==> src/rtl/rect_offset_generator.sv <==
// Rectangle hit test and in-object offsets against a frame-latched top-left,
// with a start gate on the first frame and frame-counted blinking.
module rect_offset_generator #(
    parameter int OBJECT_WIDTH  = 64,
    parameter int OBJECT_HEIGHT = 16,
    parameter int BLINK_FRAMES  = 30
) (
    input  logic        clk,
    input  logic        resetN,
    input  logic [10:0] pixelX,
    input  logic [10:0] pixelY,
    input  logic        startOfFrame,
    input  logic [10:0] topLeftX,
    input  logic [10:0] topLeftY,
    input  logic        visibleEnable,
    input  logic        blinkEnable,
    output logic        InsideRectangle,
    output logic [10:0] offsetX,
    output logic [10:0] offsetY,
    output logic        blinkPhase
);

    localparam int CW = (BLINK_FRAMES > 1) ? $clog2(BLINK_FRAMES) : 1;
    localparam logic [CW-1:0] CNT_LAST = CW'(BLINK_FRAMES - 1);
    localparam logic [11:0] W_LIM = 12'(OBJECT_WIDTH);
    localparam logic [11:0] H_LIM = 12'(OBJECT_HEIGHT);

    typedef enum logic {
        WAIT_FRAME,
        ACTIVE
    } state_t;

    state_t          state_q, state_d;
    logic [10:0]     shadow_x_q, shadow_x_d;
    logic [10:0]     shadow_y_q, shadow_y_d;
    logic [CW-1:0]   blink_cnt_q, blink_cnt_d;
    logic            blink_phase_q, blink_phase_d;
    logic            blink_en_q, blink_en_d;
    logic            inside_q, inside_d;
    logic [10:0]     off_x_q, off_x_d;
    logic [10:0]     off_y_q, off_y_d;

    logic [11:0]     dx;
    logic [11:0]     dy;
    logic            hit;

    // Signed 12-bit differences; a set MSB means the pixel is left/above the object.
    always_comb begin
        dx  = {1'b0, pixelX} - {shadow_x_q[10], shadow_x_q};
        dy  = {1'b0, pixelY} - {shadow_y_q[10], shadow_y_q};
        hit = !dx[11] && (dx < W_LIM) && !dy[11] && (dy < H_LIM);
    end

    always_comb begin
        state_d    = state_q;
        shadow_x_d = shadow_x_q;
        shadow_y_d = shadow_y_q;
        if (startOfFrame) begin
            state_d    = ACTIVE;
            shadow_x_d = topLeftX;
            shadow_y_d = topLeftY;
        end
    end

    // The rising edge of blinkEnable restarts blinking in the shown phase.
    always_comb begin
        blink_en_d    = blinkEnable;
        blink_cnt_d   = blink_cnt_q;
        blink_phase_d = blink_phase_q;
        if (!blinkEnable || !blink_en_q) begin
            blink_cnt_d   = '0;
            blink_phase_d = 1'b1;
        end else if (startOfFrame) begin
            if (blink_cnt_q == CNT_LAST) begin
                blink_cnt_d   = '0;
                blink_phase_d = !blink_phase_q;
            end else begin
                blink_cnt_d = blink_cnt_q + 1'b1;
            end
        end
    end

    always_comb begin
        inside_d = (state_q == ACTIVE) && hit && visibleEnable
                   && (blink_phase_q || !blinkEnable);
        off_x_d  = inside_d ? dx[10:0] : 11'd0;
        off_y_d  = inside_d ? dy[10:0] : 11'd0;
    end

    always_ff @(posedge clk or negedge resetN) begin
        if (!resetN) begin
            state_q       <= WAIT_FRAME;
            shadow_x_q    <= '0;
            shadow_y_q    <= '0;
            blink_cnt_q   <= '0;
            blink_phase_q <= 1'b0;
            blink_en_q    <= 1'b0;
            inside_q      <= 1'b0;
            off_x_q       <= '0;
            off_y_q       <= '0;
        end else begin
            state_q       <= state_d;
            shadow_x_q    <= shadow_x_d;
            shadow_y_q    <= shadow_y_d;
            blink_cnt_q   <= blink_cnt_d;
            blink_phase_q <= blink_phase_d;
            blink_en_q    <= blink_en_d;
            inside_q      <= inside_d;
            off_x_q       <= off_x_d;
            off_y_q       <= off_y_d;
        end
    end

    assign InsideRectangle = inside_q;
    assign offsetX         = off_x_q;
    assign offsetY         = off_y_q;
    assign blinkPhase      = blink_phase_q;

endmodule

==> config.mk <==
export PLATFORM = sky130hd
export DESIGN_NAME = rect_offset_generator
export DESIGN_NICKNAME = d
export VERILOG_FILES = /design/src/rtl/rect_offset_generator.sv
export SDC_FILE = /design/constraint.sdc
export NUM_CORES = 1
export LEC_CHECK = 0
export ABC_AREA = 1
export BUFFER_PORTS_ARGS = -buffer_cell sky130_fd_sc_hd__buf_4
export CAP_MARGIN = 20
export CORE_ASPECT_RATIO = 1.25
export CORE_UTILIZATION = 45
export CTS_CLUSTER_SIZE = 24
export DETAILED_ROUTE_END_ITERATION = 6
export GPL_ROUTABILITY_DRIVEN = 0
export GPL_TIMING_DRIVEN = 0
export PLACE_DENSITY = 0.71
export SLEW_MARGIN = 20
export SYNTH_ARGS = -nofsm -noshare
export SYNTH_HDL_FRONTEND = slang
export SYNTH_SLANG_ARGS = --single-unit
==> constraint.sdc <==
create_clock -name clk -period 1.9 [get_ports clk]
set_input_delay 0.19 -clock clk [delete_from_list [all_inputs] [get_ports clk]]
set_output_delay 0.19 -clock clk [all_outputs]
set_load 0.03 [all_outputs]
==> results.json <==
{
  "async_reset_ff_frac": 1.00,
  "fin_cells": 608,
  "layout-drive-gt1-share": 0.278,
  "finalWorstSetupSlack_ns": -0.175,
  "slew_headroom": 0.550,
  "period_share": 1.09,
  "p_per_area_nw_per_um2": 680,
  "holdWs_ns": 0.0821,
  "dp_cells": 591,
  "synthToLayoutAreaGrowth_pct": 32.2,
  "gr-total-overflow": 0,
  "max_stage_delay_ns": 0.39,
  "die_w_um": 77.9,
  "max_freq_ghz": 0.482,
  "cts_tree": "yes",
  "synth_fa_ha_area_frac": 0.105,
  "first_pass_iters": 4,
  "drc": 0,
  "worstSetupPathType": "reg2reg",
  "setup_violations": 11,
  "design.core.area_um2": 6980,
  "top_level_ports": 73,
  "wl_per_cell_um": 11.3,
  "clk_pin_slew_worst_paths_ns": 0.10,
  "synthMuxAreaShare": 0,
  "seq_power_share": 0.414,
  "syn_avg_cell_area_um2": 7.73,
  "place_hpwl_mm": 5.02,
  "synth_top_family_by_area": "simple AND/OR/NAND/NOR gates",
  "portBuffers": 71,
  "synth_edf_count": 0,
  "internal_power_mw": 1.96,
  "arrival_ns": 2.32,
  "netlist_area_um2": 3240,
  "clock_skew_ns": 0.0124,
  "die-area_um2": 7540,
  "crit_path_max_fanout": 5,
  "rows": 34,
  "p_sw_frac": 0.326,
  "setup_tns_ns": -1.65,
  "drt.antenna.violating_nets": 0,
  "min_period_ns": 2.08,
  "wl_mm": 6.84,
  "htreeDepth": 2,
  "drt_iter0_drc": 67,
  "cts_num_sinks": 53,
  "drv_slew": 0,
  "startpoint_type": "flip-flop",
  "synth-compound-area-share": 0.0757,
  "violations": "setup timing",
  "synth_warnings": 0,
  "worst_pin_slew_ns": 0.675,
  "die_y_um": 96.8,
  "worstHoldPathType": "in2reg",
  "maxCapViolations": 0,
  "p_total_mw": 2.91,
  "ir_drop_uv": 366,
  "crit_chain": "ha_2 -> inv_2 -> fa_2 -> nand3_2 -> nand3_2 -> a21oi_2 -> nand2_1 -> nor2_2 -> nand2_2 -> nor2_4 -> nand3_4 -> buf_8 -> nor2_4",
  "pre_cts_slack_ns": -0.211,
  "antenna_found_initial": 0,
  "status": "complete, but fails checks",
  "vias": 2864,
  "layout.nets": 592,
  "cpLargestDelayFamily": "simple AND/OR/NAND/NOR gates",
  "first_global_vias": 2794,
  "start_util": 0.464,
  "pwr-share-clk": 0.265,
  "p_comb_frac": 0.321,
  "critPathSlowestCell": "fa_2",
  "grt_util_all_layers": 0.196,
  "syn_inst": 419,
  "via_per_inst": 4.71,
  "p_sw_uw": 948,
  "grt_max_degree": 54,
  "antennaDiodeCount": 0,
  "clk_latency_ns": 0.31,
  "ys_types": 32,
  "p_leak_nw": 2.32,
  "seq_area_frac_synth": 0.410,
  "synth-simple-area-share": 0.286,
  "cts-root-buf": "clkbuf_8",
  "end_kind": "flip-flop",
  "hold_violations": 0,
  "grt_pass1_wl_mm": 11.8,
  "rsz0062_at_grt": "true",
  "ys_ff_latch": 53,
  "synth-xor-area-share": 0.0189,
  "cts_buffers": 5,
  "crit_required_ns": 2.14,
  "cts_buffer_depth": 2,
  "synth_flop_cell": "dfrtp_1",
  "cp.buffers_inverters": 2
}
[cell families (layout without fill, tap and decap cells)]
| logic type | Yosys count | after routing |
|---|---|---|
| AO/OA/AOI/OAI | 44 | 44 |
| XOR/XNOR | 7 | 7 |
| adder cells (fa/ha/maj) | 26 | 26 |
| buffers and inverters | 86 | 174 |
| flip-flops | 53 | 53 |
| other | 1 | 12 |
| AND/OR/NAND/NOR | 202 | 202 |
[power by group through the flow]
stage | logic, mW | clock network, mW | registers (mW)
after floorplan | 0.571 | 0 | 1.26
after global placement | 0.829 | 0 | 1.23
after detailed placement | 0.844 | 0 | 1.23
after CTS | 0.882 | 0.811 | 1.20
after global routing | 1.06 | 0.850 | 1.21
final | 0.935 | 0.772 | 1.20
[layout by cell type, fill, tap and decap left out, types with 5 or more instances in the layout]
| master | count |
|---|---|
| nand4_1 | 9 |
| conb_1 | 12 |
| clkbuf_8 | 5 |
| inv_1 | 71 |
| nand3_1 | 18 |
| nand2_2 | 13 |
| clkbuf_1 | 6 |
| a21oi_1 | 8 |
| ha_1 | 17 |
| nor2_2 | 7 |
| o21ai_0 | 25 |
| nand2_1 | 120 |
| nor2_4 | 7 |
| dfrtp_1 | 53 |
| inv_2 | 7 |
| nor2_1 | 14 |
| buf_4 | 77 |
[Yosys cell counts (2+ instances only)]
cell      number  area [um2]
a21oi_1        9        45.0
a21oi_2        3        26.3
a31oi_1        2        12.5
clkbuf_1       5        18.8
dfrtp_1       53        1330
fa_1           2        40.0
ha_1          24         300
inv_1         73         274
inv_2          6        22.5
nand2_1      123         462
nand2_2       10        62.6
nand3_1       20         100
nand3_2        4        40.0
nand3b_1       2        15.0
nand4_1        9        56.3
nor2_1        15        56.3
nor2_2        12        75.1
o21ai_0       25         125
o21bai_1       4        30.0
xnor2_1        4        35.0
xor2_1         3        26.3
[state kept, by name, summed over array words and instances, names as in the netlist]
name and cells:
offsetX 11, offsetY 11, shadow_x_q 11, shadow_y_q 11
blink_cnt_q 5, InsideRectangle 1, blinkPhase 1, blink_en_q 1
state_q 1
[path summary, 6_finish.rpt]
kind | slack (ns) | endpoint | from | cells past startpoint
max | -0.18 | offsetX[1]$_DFF_PN0_ | shadow_y_q[0]$_DFFE_PN0P_ | 13
min | 0.08 | shadow_x_q[2]$_DFFE_PN0P_ | topLeftX[2] | 3
max in group asynchronous | 0.98 | offsetY[9]$_DFF_PN0_ | resetN | 2
min in group asynchronous | 0.45 | offsetY[1]$_DFF_PN0_ | resetN | 2
max reg2reg | -0.18 | offsetX[1]$_DFF_PN0_ | shadow_y_q[0]$_DFFE_PN0P_ | 13
min reg2reg | 0.48 | state_q$_DFFE_PN0P_ | state_q$_DFFE_PN0P_ | 1
[routing by layer]
| layer | vias to the layer above | part of all wire | global-route usage |
|---|---|---|---|
| met1 | 1312 | 0.44 | 0.225 |
| met5 | - | 0 | 0 |
| li1 | 1481 | - | - |
| met2 | 60 | 0.51 | 0.360 |
| met4 | 0 | 0.023 | 0.0740 |
| met3 | 11 | 0.029 | 0.0274 |
[through the flow]
| stage | cell area [um2] | util |
|---|---|---|
| 2_1_floorplan | 3280 | - |
| 6_report | 4280 | 0.614 |
| 4_1_cts | 4170 | 0.597 |
| 5_1_grt | 4280 | 0.614 |
| 3_3_place_gp | 3930 | 0.563 |
| 3_5_place_dp | 3930 | 0.563 |
[timing repair]
item / in CTS / in global routing
pin swaps: 5 / 7
gates cloned: 1 / 0
endpoints found under the setup margin: 11 / 11
gates resized for setup: 17 / 17
hold endpoints to repair: 54 / 0
setup buffers: 4 / 2
hold buffers: 2 / 0
[worst register-to-register path: cells and delay by family, from the launching register on]
family                     cells  cell delay (ns)
buffers and inverters          2             0.21
DFF                            1             0.36
and+or+nand+nor                8             0.72
AOI/OAI and AO/OA              1             0.16
adders and majority gates      2             0.56
[final cells by class]
cell class                 instances  area, um2
fill                             639       2700
multi-input combinational        291       1760
sequential                        53       1330
timing repair buffer              80        626
inverter                          79        302
tap                               90        113
clock buffer                       6       72.6
buffer                             7       45.0
clock inverter                     2       38.8
(Power assumes the default switching activity.)
